`src/rtl/id_ex_pipe_reg.sv`:
```
// ID->EX elastic pipeline register: output stage plus one-entry skid buffer, with load-use hazard stall.
// Optional ID_EX_STALL_CNT_EN adds a saturating load-use stall counter on stall_cnt_o.
module id_ex_pipe_reg #(
  parameter int DATA_WIDTH         = 32,
  parameter int REG_MEM_ADDR_WIDTH = 5,
  parameter int CTRL_WIDTH         = 16
) (
  input  logic                          clk,
  input  logic                          rst,
  input  logic                          flush_i,
  input  logic                          id_valid_i,
  output logic                          id_ready_o,
  input  logic [DATA_WIDTH-1:0]         pc_i,
  input  logic [REG_MEM_ADDR_WIDTH-1:0] rs1_addr_i,
  input  logic [REG_MEM_ADDR_WIDTH-1:0] rs2_addr_i,
  input  logic                          rs1_used_i,
  input  logic                          rs2_used_i,
  input  logic [DATA_WIDTH-1:0]         rs1_data_i,
  input  logic [DATA_WIDTH-1:0]         rs2_data_i,
  input  logic [DATA_WIDTH-1:0]         imm_i,
  input  logic [REG_MEM_ADDR_WIDTH-1:0] rd_addr_i,
  input  logic                          rd_wr_en_i,
  input  logic                          is_load_i,
  input  logic [CTRL_WIDTH-1:0]         ctrl_i,
  output logic                          ex_valid_o,
  input  logic                          ex_ready_i,
  output logic [DATA_WIDTH-1:0]         ex_pc_o,
  output logic [REG_MEM_ADDR_WIDTH-1:0] ex_rs1_addr_o,
  output logic [REG_MEM_ADDR_WIDTH-1:0] ex_rs2_addr_o,
  output logic [DATA_WIDTH-1:0]         ex_rs1_data_o,
  output logic [DATA_WIDTH-1:0]         ex_rs2_data_o,
  output logic [DATA_WIDTH-1:0]         ex_imm_o,
  output logic [REG_MEM_ADDR_WIDTH-1:0] ex_rd_addr_o,
  output logic                          ex_rd_wr_en_o,
  output logic                          ex_is_load_o,
  output logic [CTRL_WIDTH-1:0]         ex_ctrl_o
`ifdef ID_EX_STALL_CNT_EN
  ,
  output logic [31:0]                   stall_cnt_o
`endif
);

  typedef struct packed {
    logic [DATA_WIDTH-1:0]         pc;
    logic [REG_MEM_ADDR_WIDTH-1:0] rs1_addr;
    logic [REG_MEM_ADDR_WIDTH-1:0] rs2_addr;
    logic [DATA_WIDTH-1:0]         rs1_data;
    logic [DATA_WIDTH-1:0]         rs2_data;
    logic [DATA_WIDTH-1:0]         imm;
    logic [REG_MEM_ADDR_WIDTH-1:0] rd_addr;
    logic                          rd_wr_en;
    logic                          is_load;
    logic [CTRL_WIDTH-1:0]         ctrl;
  } payload_t;

  payload_t in_p0;
  payload_t o_pl_p1;
  payload_t s_pl_p1;
  logic     o_vld_p1;
  logic     s_vld_p1;
  logic     hazard;
  logic     accept;
  logic     rs1_hit;
  logic     rs2_hit;

  // Stage 0: incoming instruction from ID and handshake decode
  assign in_p0 = {pc_i, rs1_addr_i, rs2_addr_i, rs1_data_i, rs2_data_i, imm_i,
                  rd_addr_i, rd_wr_en_i, is_load_i, ctrl_i};

  assign rs1_hit = rs1_used_i && (rs1_addr_i == o_pl_p1.rd_addr);
  assign rs2_hit = rs2_used_i && (rs2_addr_i == o_pl_p1.rd_addr);

  // A load sitting in O has not produced its data yet; x0 is never a real dependency.
  assign hazard = o_vld_p1 && o_pl_p1.is_load && o_pl_p1.rd_wr_en &&
                  (o_pl_p1.rd_addr != '0) && (rs1_hit || rs2_hit);

  assign id_ready_o = !s_vld_p1 && !hazard && !flush_i;
  assign accept     = id_valid_i && id_ready_o;

  // Stage 1: output register O and skid buffer S
  always_ff @(posedge clk or posedge rst) begin
    if (rst) begin
      o_vld_p1 <= 1'b0;
      s_vld_p1 <= 1'b0;
      o_pl_p1  <= '0;
      s_pl_p1  <= '0;
    end else if (flush_i) begin
      o_vld_p1 <= 1'b0;
      s_vld_p1 <= 1'b0;
    end else if (!o_vld_p1 || ex_ready_i) begin
      if (s_vld_p1) begin
        o_pl_p1  <= s_pl_p1;
        o_vld_p1 <= 1'b1;
        s_vld_p1 <= 1'b0;
      end else if (accept) begin
        o_pl_p1  <= in_p0;
        o_vld_p1 <= 1'b1;
      end else begin
        o_vld_p1 <= 1'b0;
      end
    end else if (accept) begin
      // O is stalled by EX: park the new instruction so ready never waits on ex_ready_i
      s_pl_p1  <= in_p0;
      s_vld_p1 <= 1'b1;
    end
  end

  assign ex_valid_o    = o_vld_p1;
  assign ex_pc_o       = o_pl_p1.pc;
  assign ex_rs1_addr_o = o_pl_p1.rs1_addr;
  assign ex_rs2_addr_o = o_pl_p1.rs2_addr;
  assign ex_rs1_data_o = o_pl_p1.rs1_data;
  assign ex_rs2_data_o = o_pl_p1.rs2_data;
  assign ex_imm_o      = o_pl_p1.imm;
  assign ex_rd_addr_o  = o_pl_p1.rd_addr;
  assign ex_rd_wr_en_o = o_pl_p1.rd_wr_en;
  assign ex_is_load_o  = o_pl_p1.is_load;
  assign ex_ctrl_o     = o_pl_p1.ctrl;

`ifdef ID_EX_STALL_CNT_EN
  logic [31:0] stall_cnt_p1;

  // Stage 1: load-use stall counter, saturating, survives flush
  always_ff @(posedge clk or posedge rst) begin
    if (rst) begin
      stall_cnt_p1 <= 32'd0;
    end else if (id_valid_i && hazard && (stall_cnt_p1 != 32'hFFFF_FFFF)) begin
      stall_cnt_p1 <= stall_cnt_p1 + 32'd1;
    end
  end

  assign stall_cnt_o = stall_cnt_p1;
`endif

endmodule

```
`config.mk`:
```
export PLATFORM = sky130hd
export DESIGN_NAME = id_ex_pipe_reg
export DESIGN_NICKNAME = d
export VERILOG_FILES = /design/src/rtl/id_ex_pipe_reg.sv
export SDC_FILE = /design/constraint.sdc
export NUM_CORES = 1
export LEC_CHECK = 0
export CORE_MARGIN = 8
export CORE_UTILIZATION = 30
export CTS_CLUSTER_SIZE = 30
export DETAILED_ROUTE_END_ITERATION = 8
export PLACE_DENSITY_LB_ADDON = 0.2
export SLEW_MARGIN = 5
export SYNTH_ARGS = -nofsm -noshare
export SYNTH_HDL_FRONTEND = slang
export SYNTH_SLANG_ARGS = --single-unit
export TNS_END_PERCENT = 1
```
`constraint.sdc`:
```
create_clock -name clk -period 12.35 [get_ports clk]
set_input_delay 3.0875 -clock clk [delete_from_list [all_inputs] [get_ports clk]]
set_output_delay 3.0875 -clock clk [all_outputs]
set_load 0.005 [all_outputs]
```
==> impl_metrics.json, run 1 <==
{
  "dieWidth_um": 233,
  "setup_violations": 0,
  "place_ws_ps": 4130,
  "multi_input_area_um2": 5670,
  "num_vias": 8416,
  "maxCapViolations": 0,
  "hold_class": "register to register",
  "gp_congestion": 0.744,
  "r2r_start": "ex_rd_addr_o[2]$_DFFE_PP0P_",
  "critPathRequiredTime_ps": 9260,
  "wl_per_cell_um": 19.5,
  "path_clk_slew_ps": 50,
  "fp.dieH_um": 233,
  "finalCriticalPeriod_ps": 8200,
  "clock_skew_ps": 18.5,
  "drv_slew": 0,
  "status": "completed",
  "num-nets-final": 1390,
  "htree_levels": 2,
  "ant_nets": 0,
  "maxSlewHeadroom": 0.349,
  "cts_made_buffers": 39,
  "max_clock_freq_mhz": 122,
  "hold_buffers": 0,
  "r2r_setup_slack_ps": 8700,
  "cts_resized": 0,
  "grt_antenna_before_repair": 1,
  "hold_start": "ex_ctrl_o[7]$_DFFE_PP0P_",
  "p_leak_nw": 7.82,
  "clock_path_buffers": 3,
  "startpoint_type": "input pin",
  "std_cell_rows": 79,
  "critical-path-max-stage-delay_ps": 540,
  "grtUsageTotal": 0.132,
  "yosys_register_bits": 324,
  "insertion_delay_ps": 530,
  "fin_crit_sh": 0.664,
  "grt_max_degree": 100,
  "cp.arrival_ps": 5110,
  "grt_setup_unrepaired": "no",
  "yosysUniqueCellTypes": 27,
  "portBuffers": 330,
  "coreArea_um2": 46500,
  "cts.sinks": 324,
  "synth_area_um2": 14100,
  "remaining_drc_errors": 0,
  "slowest_stage": "clkdlybuf4s50_1",
  "fillers": 4352,
  "cts_tree": "built",
  "yosysWarnings": 0,
  "area_delta_synth_final_pct": 35.5,
  "clock-root-buffer": "clkbuf_16",
  "ys_seq_area_frac": 0.575,
  "drive_gt1_frac": 0.367,
  "worstMarginPinSlew_ps": 976,
  "die_area_um2": 54200,
  "grt_pass1_wl_mm": 56.5,
  "path_max_fanout": 4,
  "overflow": 0,
  "fin_hold_ws_ps": 480,
  "path_delay_family": "buffers and inverters",
  "p_per_area_nw_per_um2": 173,
  "synth_top_flop_cell": "dfrtp_1",
  "critPathKind": "input pin to output pin",
  "synthCells": 893,
  "placed_area_um2": 17900,
  "start_util": 0.304,
  "endpoint_kind": "output pin",
  "hpwl_mm": 24.0,
  "r2r-end": "ex_rs1_data_o[29]$_DFFE_PP0P_",
  "path_buf_inv": 2,
  "synthesis.nets": 1061,
  "min_to": "ex_ctrl_o[7]$_DFFE_PP0P_",
  "grt_pass1_vias": 9180,
  "tns_ps": 0,
  "avgSynthCellArea_um2": 15.8,
  "ioPinCount": 331,
  "final_hold_viol_count": 0,
  "drt-initial-drc-count": 269,
  "design_area_um2": 19100,
  "hold_depth": 1,
  "wirelength_mm": 36.1,
  "reg2regPathDepth": 6,
  "post_cts.repair.setup_buffers": 0,
  "async_flop_share": 1.00,
  "seqCellArea_um2": 8110,
  "synth_edf_count": 0,
  "ir_drop_mv": 0.101,
  "finalWorstSetupSlack_ps": 4150,
  "drtPass1Iterations": 4,
  "vias_per_cell": 4.54,
  "path_cells": "clkdlybuf4s50_1, xor2_1, nor4_1, a32oi_1, nor2_1, nor3_1, clkdlybuf4s50_1",
  "crit_path_frequent_cell": "clkdlybuf4s50_1"
}
[synthesized netlist by cell type (all sizes together), types with 2 or more instances]
cell type  instances  area share
mux2             479        0.38
nor2b              2     0.00089
mux2i              2      0.0014
nor3               2     0.00071
nor4               2     0.00089
xnor2              2      0.0012
a21oi              6      0.0021
buf               36       0.019
inv                2     0.00053
dfrtp            324        0.57
xor2               8      0.0050
clkbuf            17      0.0045
nor2               2     0.00053
[worst max path at each step]
stage                   from                  endpoint  depth (start not counted)
2_1_floorplan            rst  ex_ctrl_o[0]$_DFFE_PP0P_                          1
3_5_place_dp   rs1_addr_i[3]                id_ready_o                          7
5_1_grt        rs1_addr_i[4]                id_ready_o                          7
6_report       rs1_addr_i[3]                id_ready_o                          7
3_3_place_gp   rs1_addr_i[3]                id_ready_o                          7
4_1_cts        rs1_addr_i[3]                id_ready_o                          7
[layout make-up]
class	instances	share of cell area
clock buffer	59	0.0593
sequential	324	0.425
inverter	2	0.000786
antenna	2	0.000262
timing repair buffer	341	0.177
clock inverter	4	0.00105
tap	607	0.0398
multi-input combinational	514	0.297
[cells by family after synthesis]
| kind of cell | count (synthesis) | synth area share |
|---|---|---|
| mux | 481 | 0.384 |
| compound gates | 11 | 0.00568 |
| xor+xnor | 10 | 0.00621 |
| simple gates | 12 | 0.00488 |
| flops | 324 | 0.575 |
| buf+inv | 55 | 0.0243 |
[layout by cell type (no fill, tap or decap), types with 4 or more instances in the layout]
cell type        instances
dfrtp_1                323
clkbuf_1                14
a21oi_1                  6
clkinv_2                 4
buf_4                   11
mux2_2                 391
mux2_1                  88
clkbuf_16               41
clkbuf_8                 4
xor2_1                   8
clkdlybuf4s50_1        330
[metal layers]
metal	vias to the layer above	GRT usage	part of all wire
li1	3864	-	-
met1	4295	0.172	0.45
met2	201	0.208	0.46
met3	54	0.0410	0.070
met4	2	0.0434	0.021
met5	-	0	0.00036
[per-stage QoR]
| stage | instances | total power, mW | util |
|---|---|---|---|
| floorplan | 893 | 1.84 | - |
| global placement | 1788 | 2.27 | 0.386 |
| detailed placement | 1788 | 2.28 | 0.386 |
| CTS | 1851 | 3.37 | 0.411 |
| global route | 1851 | 3.50 | 0.411 |
| finish | 1853 | 3.30 | 0.411 |
[power by group]
part	internal (mW)	total, mW	switching [mW]	leakage, nW
sequential	1.34	1.49	0.147	3.87
combinational	0.513	0.757	0.245	3.38
clock	0.627	1.06	0.428	0.566
[worst reg2reg max path: stages, from the launching register on]
cell and delay (ps):
dfrtp_1 490, or4_1 560, o21ai_2 230, a21o_1 230, a32o_4 660, buf_4 860
mux2_2 510
[registers in the layout (all words and copies together) (netlist names)]
name / flops
s_pl_p1: 161
ex_imm_o: 32
ex_pc_o: 32
ex_rs1_data_o: 32
ex_rs2_data_o: 32
ex_ctrl_o: 16
ex_rd_addr_o: 5
ex_rs1_addr_o: 5
ex_rs2_addr_o: 5
ex_is_load_o: 1
ex_rd_wr_en_o: 1
ex_valid_o: 1
s_vld_p1: 1
(Power assumes the default switching activity.)
==> run 2: changes to the inputs <==
- clock period: 12.35 -> 7.5 ns (I/O delays scaled with it)
==> impl_metrics.json, run 2 (same netlist as run 1, synthesis figures left out) <==
{
  "status": "completed",
  "placed_area_um2": 18000,
  "p_per_area_nw_per_um2": 289,
  "grtUsageTotal": 0.129,
  "drt-initial-drc-count": 235,
  "std_cell_rows": 79,
  "fin_hold_ws_ps": 481,
  "grt_pass1_wl_mm": 55.4,
  "remaining_drc_errors": 0,
  "clock_path_buffers": 3,
  "cts.sinks": 324,
  "maxSlewHeadroom": 0.314,
  "grt_max_degree": 159,
  "fin_cells": 1855,
  "largest_reg_flops": 161,
  "htree_levels": 2,
  "fp.dieH_um": 233,
  "startpoint_type": "input pin",
  "crit_path_frequent_cell": "clkdlybuf4s50_1",
  "fin_crit_sh": 0.774,
  "hold_class": "register to register",
  "path_clk_slew_ps": 60,
  "num_vias": 8512,
  "path_buf_inv": 2,
  "cts_tree": "built",
  "cp.arrival_ps": 3930,
  "clock_skew_ps": 10.9,
  "cts_made_buffers": 39,
  "endpoint_kind": "output pin",
  "drv_slew": 0,
  "wl_per_cell_um": 19.3,
  "critical-path-max-stage-delay_ps": 550,
  "ant_nets": 0,
  "area_delta_synth_final_pct": 36.5,
  "p_leak_nw": 7.88,
  "start_util": 0.304,
  "setup_violations": 0,
  "grt_antenna_before_repair": 1,
  "p_int_mw": 4.18,
  "largest_register": "s_pl_p1",
  "place_ws_ps": 1680,
  "portBuffers": 330,
  "fin_util": 0.414,
  "swShare": 0.247,
  "gp_congestion": 0.762,
  "finalWorstSetupSlack_ps": 1690,
  "design_area_um2": 19200,
  "final_cell_mix": "mux2_2 (391), clkdlybuf4s50_1 (330), dfrtp_1 (323), mux2_1 (88), clkbuf_16 (41)",
  "insertion_delay_ps": 530,
  "cts_resized": 0,
  "p_seq_frac": 0.441,
  "switchingPower_mw": 1.37,
  "power_frac_comb": 0.227,
  "maxCapViolations": 0,
  "wirelength_mm": 35.9,
  "worstMarginPinSlew_ps": 1030,
  "path_cells": "clkdlybuf4s50_1, xor2_1, nor4_1, a32oi_1, nor2_1, nor3_1, clkdlybuf4s50_1",
  "slowest_stage": "clkdlybuf4s50_1",
  "ioPinCount": 331,
  "vias_per_cell": 4.59,
  "path_max_fanout": 4,
  "dieWidth_um": 233,
  "finalCriticalPeriod_ps": 5810,
  "pwr-share-clk": 0.333,
  "grt_pass1_vias": 9176,
  "tns_ps": 0,
  "final_hold_viol_count": 0,
  "hpwl_mm": 23.5,
  "num-nets-final": 1387,
  "path_delay_family": "buffers and inverters",
  "hold_buffers": 0,
  "dp.cells": 1785,
  "mostFrequentLayoutCell": "mux2_2",
  "die_area_um2": 54200,
  "coreArea_um2": 46500,
  "drtPass1Iterations": 4,
  "critPathKind": "input pin to output pin",
  "post_cts.repair.setup_buffers": 0,
  "critPathRequiredTime_ps": 5620,
  "max_clock_freq_mhz": 172,
  "power_mw": 5.55,
  "clock-root-buffer": "clkbuf_16",
  "grt_setup_unrepaired": "no",
  "drive_gt1_frac": 0.370,
  "overflow": 0,
  "ir_drop_mv": 0.169
}
run 2: cell types whose count changed in the layout (fill, tap and decap cells not counted), moves of 2 or more:
cell and change:
clkinv_2 +3, buf_4 -8, buf_12 +5, clkbuf_8 +2, clkbuf_1 -2, bufinv_16 +2
run 2: per-layer routing:
metal / GRT usage / vias to the layer above / wire (um) / share of wire
met4: 0.0459 / 0 / 919 / 0.026
met2: 0.203 / 204 / 16500 / 0.46
met5: 0 / - / 0 / 0
met3: 0.0374 / 58 / 2290 / 0.064
li1: - / 3886 / - / -
met1: 0.168 / 4364 / 16200 / 0.45
run 2: path summary, 6_finish.rpt:
check                                               end  cells after the start  slack, ps                         start
min reg2reg                ex_rs2_data_o[2]$_DFFE_PP0P_                      1        480  ex_rs2_data_o[2]$_DFFE_PP0P_
min                        ex_rs2_data_o[2]$_DFFE_PP0P_                      1        480  ex_rs2_data_o[2]$_DFFE_PP0P_
max                                          id_ready_o                      7       1690                 rs1_addr_i[4]
max reg2reg                     ex_pc_o[13]$_DFFE_PP0P_                      6       4290   ex_rd_addr_o[1]$_DFFE_PP0P_
max in group asynchronous      s_pl_p1[100]$_DFFE_PP0P_                      3       4350                           rst
min in group asynchronous      ex_ctrl_o[1]$_DFFE_PP0P_                      2       1780                           rst
run 2: cell type report:
cell class                 count  area (um2)
timing repair buffer         338        3430
inverter                       2        11.3
tap                          607         759
fill                        4286       27200
antenna                        1        2.50
sequential                   324        8110
clock buffer                  59        1150
multi-input combinational    514        5670
clock inverter                10         104
run 2: power by group through the flow:
stage                     Sequential [mW]  Combinational, mW  Clock [mW]
after detailed placement             2.48               1.29           0
after global placement               2.46               1.27           0
after floorplan                      2.43              0.596           0
after CTS                            2.45               1.29        1.94
final                                2.45               1.26        1.85
after global routing                 2.51               1.36        1.99
run 2: worst register-to-register path: cells and delay by family (launching register included):
family,cells,cell delay [ps]
buf+inv,1,480
simple gates,1,580
mux,1,450
flops,1,470
compound gates,3,1120
==> RTL edit 1 (config.mk and constraints of run 1) <==
Set the parameter `DATA_WIDTH` to 16 (it was 32).
--- a/src/rtl/id_ex_pipe_reg.sv
+++ b/src/rtl/id_ex_pipe_reg.sv
@@ -2,5 +2,5 @@
 // Optional ID_EX_STALL_CNT_EN adds a saturating load-use stall counter on stall_cnt_o.
 module id_ex_pipe_reg #(
-  parameter int DATA_WIDTH         = 32,
+  parameter int DATA_WIDTH         = 16,
   parameter int REG_MEM_ADDR_WIDTH = 5,
   parameter int CTRL_WIDTH         = 16
Interface: changed (8 resized); port bits go from 331 to 203. The function was not compared with the original's and may differ.
==> RTL edit 1 against run 1 <==
Sequential share of layout area is 0.055 points higher; die area is 36% lower; non-clock buffer count is 135 lower; combinational power is 39% lower; synthesized area is 39% lower; register-to-register slack worse by 0.29 ns; total power is 42% lower; clock skew is 0.0069 ns lower; design area is 40% lower; sequential cell count is 128 lower; setup slack worse by 0.44 ns; wire length is 42% lower; synthesized cell count is 38% lower; critical path type unchanged; largest cell class unchanged; highest routed layer is now met4.
==> RTL edit 1: results (changes against run 1) <==
[global_routing]
grt_max_degree = 122  ; was 100
first_global_vias = 6020  ; was 9,180
grt_use_total = 0.1256  ; was 0.1323
grt_first_pass_wirelength_mm = 33.83  ; was 56.55 mm

[placement]
dpl-instance-area_sq_um = 10970  ; was 17,940 sq um
place_congestion = 0.7432  ; was 0.7439
port_buffers = 202  ; was 330
hpwl_mm = 14.44  ; was 24.00 mm

[synthesis]
syn_nets = 656  ; was 1,061
synth_common_cells = mux2_2 (229), dfrtp_1 (196), mux2_1 (58)  ; was mux2_2 (391), dfrtp_1 (324), mux2_1 (88)
synth_area_per_cell_sq_um = 15.62  ; was 15.79 sq um
synth.distinct_cells = 27  ; unchanged
yosysSeqAreaShare = 0.5687  ; was 0.5750

[worst_hold_path]
hold_start = s_pl_p1[64]  ; was ex_ctrl_o[7]
min_path_cells = 1  ; unchanged
hold_end = s_pl_p1[64]  ; was ex_ctrl_o[7]

[power]
power_frac_seq = 0.472  ; was 0.451
peakVddDrop_uv = 101.7  ; was 101.1 uV
pg_comb_mw = 0.461  ; was 0.757 mW
intPower_mw = 1.406  ; was 2.480 mW
pwr_density_cell_nw_per_um2 = 165.4  ; was 172.8 nW/um^2
p_leak_nw = 4.680  ; was 7.820 nW

[clock_tree]
htree_levels = 4  ; was 2
clkLatencyLatePin_ns = 0.42  ; was 0.53 ns
clk_pin_slew_ns = 0.07  ; was 0.05 ns
cts_inserted_buffers = 17  ; was 39
post-cts-setup-buffers = 0  ; unchanged
clk_path_buf_depth = 2  ; was 3

[setup_path]
regToRegSetupSlack_ns = 8.41  ; was 8.70 ns
cp_max_fo = 4  ; unchanged
cp_slowest_stage_delay_ns = 0.62  ; was 0.54 ns
rr_endpoint = s_pl_p1[43]  ; was ex_rs1_data_o[29]
regToRegStartpoint = ex_rd_addr_o[3]  ; was ex_rd_addr_o[2]
cp_slowest_cell = clkdlybuf4s50_1  ; unchanged
arrival_ns = 5.55  ; was 5.11 ns

[timing]
finalClockSkew_ns = 0.01162  ; was 0.01853 ns
relSlewSlack = 0.2804  ; was 0.3495
whs_ns = 0.4913  ; was 0.4800 ns

[route]
first_iter_violations = 164  ; was 269
dr_total_vias = 5187  ; was 8,416
wirelength_mm = 21.07  ; was 36.05 mm

[finish]
drive_gt1_frac = 0.3562  ; was 0.3666
nNetsFinal = 849  ; was 1,390
final_cells = 1143  ; was 1,853
largest_reg_flops = 97  ; was 161
top_register = s_pl_p1  ; unchanged

[outcome]
status = completed  ; unchanged

[RTL edit 1: area by class of cell]
| cell class | count | area, sq um |
|---|---|---|
| Antenna cell | 1 | 2.502 |
| Clock buffer | 18 | 429.2 |
| Clock inverter | 14 | 145.1 |
| Fill cell | 2692 | 16930 |
| Inverter | 2 | 15.01 |
| Multi-Input combinational cell | 322 | 3512 |
| Sequential cell | 196 | 4908 |
| Tap cell | 384 | 480.5 |
| Timing Repair Buffer | 206 | 2052 |
[RTL edit 1: per-layer routing]
metal	track usage	up-vias	share of wire
met2	0.2235	108	0.51
met3	0.03318	9	0.053
li1	-	2385	-
met5	0	-	0
met1	0.1478	2685	0.43
met4	0.03334	0	0.010
[RTL edit 1: worst reg2reg max path, delay by kind of cell, from the launching register on]
kind | cells | cell delay [ns]
buf+inv | 1 | 0.95
simple gates | 1 | 0.50
xor+xnor | 1 | 0.20
flops | 1 | 0.50
compound gates | 2 | 1.22
mux | 1 | 0.47
[RTL edit 1: kinds of logic after synthesis]
group,share of synthesized area
xor gates and xnor gates,0.01016
muxes,0.3770
AOI/OAI and AO/OA,0.009430
DFF,0.5687
and+or+nand+nor,0.007981
buffers and inverters,0.02669
[RTL edit 1: worst max-delay path by stage]
stage | start | slack (ns) | cells past startpoint | endpoint
floorplan | rst | 3.92 | 1 | ex_ctrl_o[0]
global placement | rs1_addr_i[3] | 3.69 | 7 | id_ready_o
detailed placement | rs1_addr_i[3] | 3.66 | 7 | id_ready_o
CTS | rs1_addr_i[3] | 3.65 | 7 | id_ready_o
global route | rs1_addr_i[3] | 3.59 | 7 | id_ready_o
finish | rs1_addr_i[3] | 3.71 | 7 | id_ready_o
==> RTL edit 2 (config.mk and constraints of run 1) <==
Made on the original files. Add a define of `ID_EX_STALL_CNT_EN`.
--- a/src/rtl/id_ex_pipe_reg.sv
+++ b/src/rtl/id_ex_pipe_reg.sv
@@ -1,4 +1,6 @@
 // ID->EX elastic pipeline register: output stage plus one-entry skid buffer, with load-use hazard stall.
 // Optional ID_EX_STALL_CNT_EN adds a saturating load-use stall counter on stall_cnt_o.
+`define ID_EX_STALL_CNT_EN
+
 module id_ex_pipe_reg #(
   parameter int DATA_WIDTH         = 32,
Check against the original RTL (old outputs only; new: stall_cnt_o): same outputs for any inputs over 4 cycles, from zero or initial values and one cycle with rst high; that may be too few to reach the edited logic, so the function may still have changed.
==> RTL edit 2 against run 1 <==
Die area rose by 6.0%; setup slack worse by 0.12 ns; largest power group unchanged; synthesized area up 6.4%; highest routed layer unchanged; design area grew 7.8%; sequential cell count grew 32; total power up 2.5%; wire length is 16% higher; critical path depth is the same.
==> RTL edit 2: results (changes against run 1) <==
[setup_path]
cp_max_fo = 8  ; was 4
arrival_ns = 5.23  ; was 5.11 ns
cp_slowest_cell = clkdlybuf4s50_1  ; unchanged
rr_worst_depth = 8  ; was 6
regToRegStartpoint = ex_rd_addr_o[4]  ; was ex_rd_addr_o[2]

[global_routing]
antenna_found_initial = 6  ; was 1
grt_max_degree = 167  ; was 100
grt_use_total = 0.1425  ; was 0.1323
first_global_vias = 10710  ; was 9,180

[finish]
drive_gt1_frac = 0.1508  ; was 0.3666
n_fill_cell = 4775  ; was 4,352
largest_reg_flops = 161  ; unchanged
nNetsFinal = 1736  ; was 1,390

[placement]
hpwl_mm = 28.26  ; was 24.00 mm
port_buffers = 362  ; was 330
place_congestion = 0.7655  ; was 0.7439

[power]
p_leak_nw = 8.117  ; was 7.820 nW
peakVddDrop_uv = 115.3  ; was 101.1 uV

[synthesis]
ys_top_cells_by_area = dfrtp_1 (59%), mux2_2 (12%), mux2i_1 (11%), a21oi_1 (5.5%), nor2_1 (4.3%)  ; was dfrtp_1 (57%), mux2_2 (31%), mux2_1 (7.0%), buf_6 (0.64%), buf_2 (0.57%)
synth_common_cells = dfrtp_1 (356), nor2_1 (173), a21oi_1 (164)  ; was mux2_2 (391), dfrtp_1 (324), mux2_1 (88)
syn_nets = 1389  ; was 1,061
yosysSeqAreaShare = 0.5936  ; was 0.5750

[route]
wirelength_mm = 41.82  ; was 36.05 mm
dr_total_vias = 10490  ; was 8,416

[worst_hold_path]
hold_start = stall_cnt_o[28]  ; was ex_ctrl_o[7]
min_path_cells = 1  ; unchanged

[outcome]
status = completed  ; unchanged

[timing]
relSlewSlack = 0.2522  ; was 0.3495
finalClockSkew_ns = 0.02026  ; was 0.01853 ns

[clock_tree]
cts_inserted_buffers = 43  ; was 39

==> RTL edit 2: area by class of cell <==
type                            count  area share
Inverter                            5    0.001093
Sequential cell                   356      0.4327
Tap cell                          672     0.04082
Clock inverter                      8    0.003766
Antenna cell                        3   0.0003645
Timing Repair Buffer              374      0.1815
Clock buffer                       61     0.05795
Multi-Input combinational cell    787      0.2818
==> RTL edit 2: where the power goes <==
group | internal [mW] | switching [mW] | total (mW) | leakage (nW)
Clock | 0.688 | 0.475 | 1.16 | 0.616
Sequential | 1.41 | 0.140 | 1.55 | 4.21
Combinational | 0.408 | 0.260 | 0.667 | 3.29
Total | 2.51 | 0.875 | 3.38 | 8.12
==> RTL edit 2: worst paths after layout <==
check                                     to  slack [ns]
max                               id_ready_o        4.03
min in group asynchronous    stall_cnt_o[18]        3.08
max in group asynchronous        ex_imm_o[9]        6.96
min reg2reg                  stall_cnt_o[28]        0.49
min                          stall_cnt_o[28]        0.49
max reg2reg                ex_rs2_data_o[24]        8.77
==> RTL edit 2: per-stage QoR <==
| step | setup WS, ns | cell area [sq um] | hold WS, ns | total power, mW | cells |
|---|---|---|---|---|---|
| after CTS | 3.976 | 20590 | 0.4939 | 3.453 | 2263 |
| after global routing | 3.882 | 20590 | 0.5032 | 3.578 | 2264 |
| after detailed placement | 3.996 | 19320 | 0.4838 | 2.257 | 2194 |
| after floorplan | 4.492 | 15010 | 0.4770 | 1.856 | 1220 |
| after global placement | 3.994 | 19320 | 0.4844 | 2.235 | 2194 |
| final | 4.034 | 20600 | 0.4880 | 3.384 | 2266 |
==> RTL edit 2: per-layer routing <==
| layer | routed length, microns | track usage | vias up | share of wire |
|---|---|---|---|---|
| li1 | - | - | 4951 | - |
| met1 | 17390 | 0.1791 | 5180 | 0.42 |
| met2 | 19310 | 0.2237 | 268 | 0.46 |
| met3 | 4090 | 0.05568 | 81 | 0.098 |
| met4 | 998 | 0.04550 | 6 | 0.024 |
| met5 | 37 | 0 | - | 0.00088 |
==> RTL edit 2: cell families after synthesis <==
group	after synthesis	share of synthesized area
multiplexers	323	0.2289
XOR/XNOR	41	0.02393
buffers and inverters	77	0.02093
AND/OR/NAND/NOR	253	0.07395
adder cells (fa/ha/maj)	1	0.0008335
AO/OA/AOI/OAI	169	0.05786
flip-flops	356	0.5936
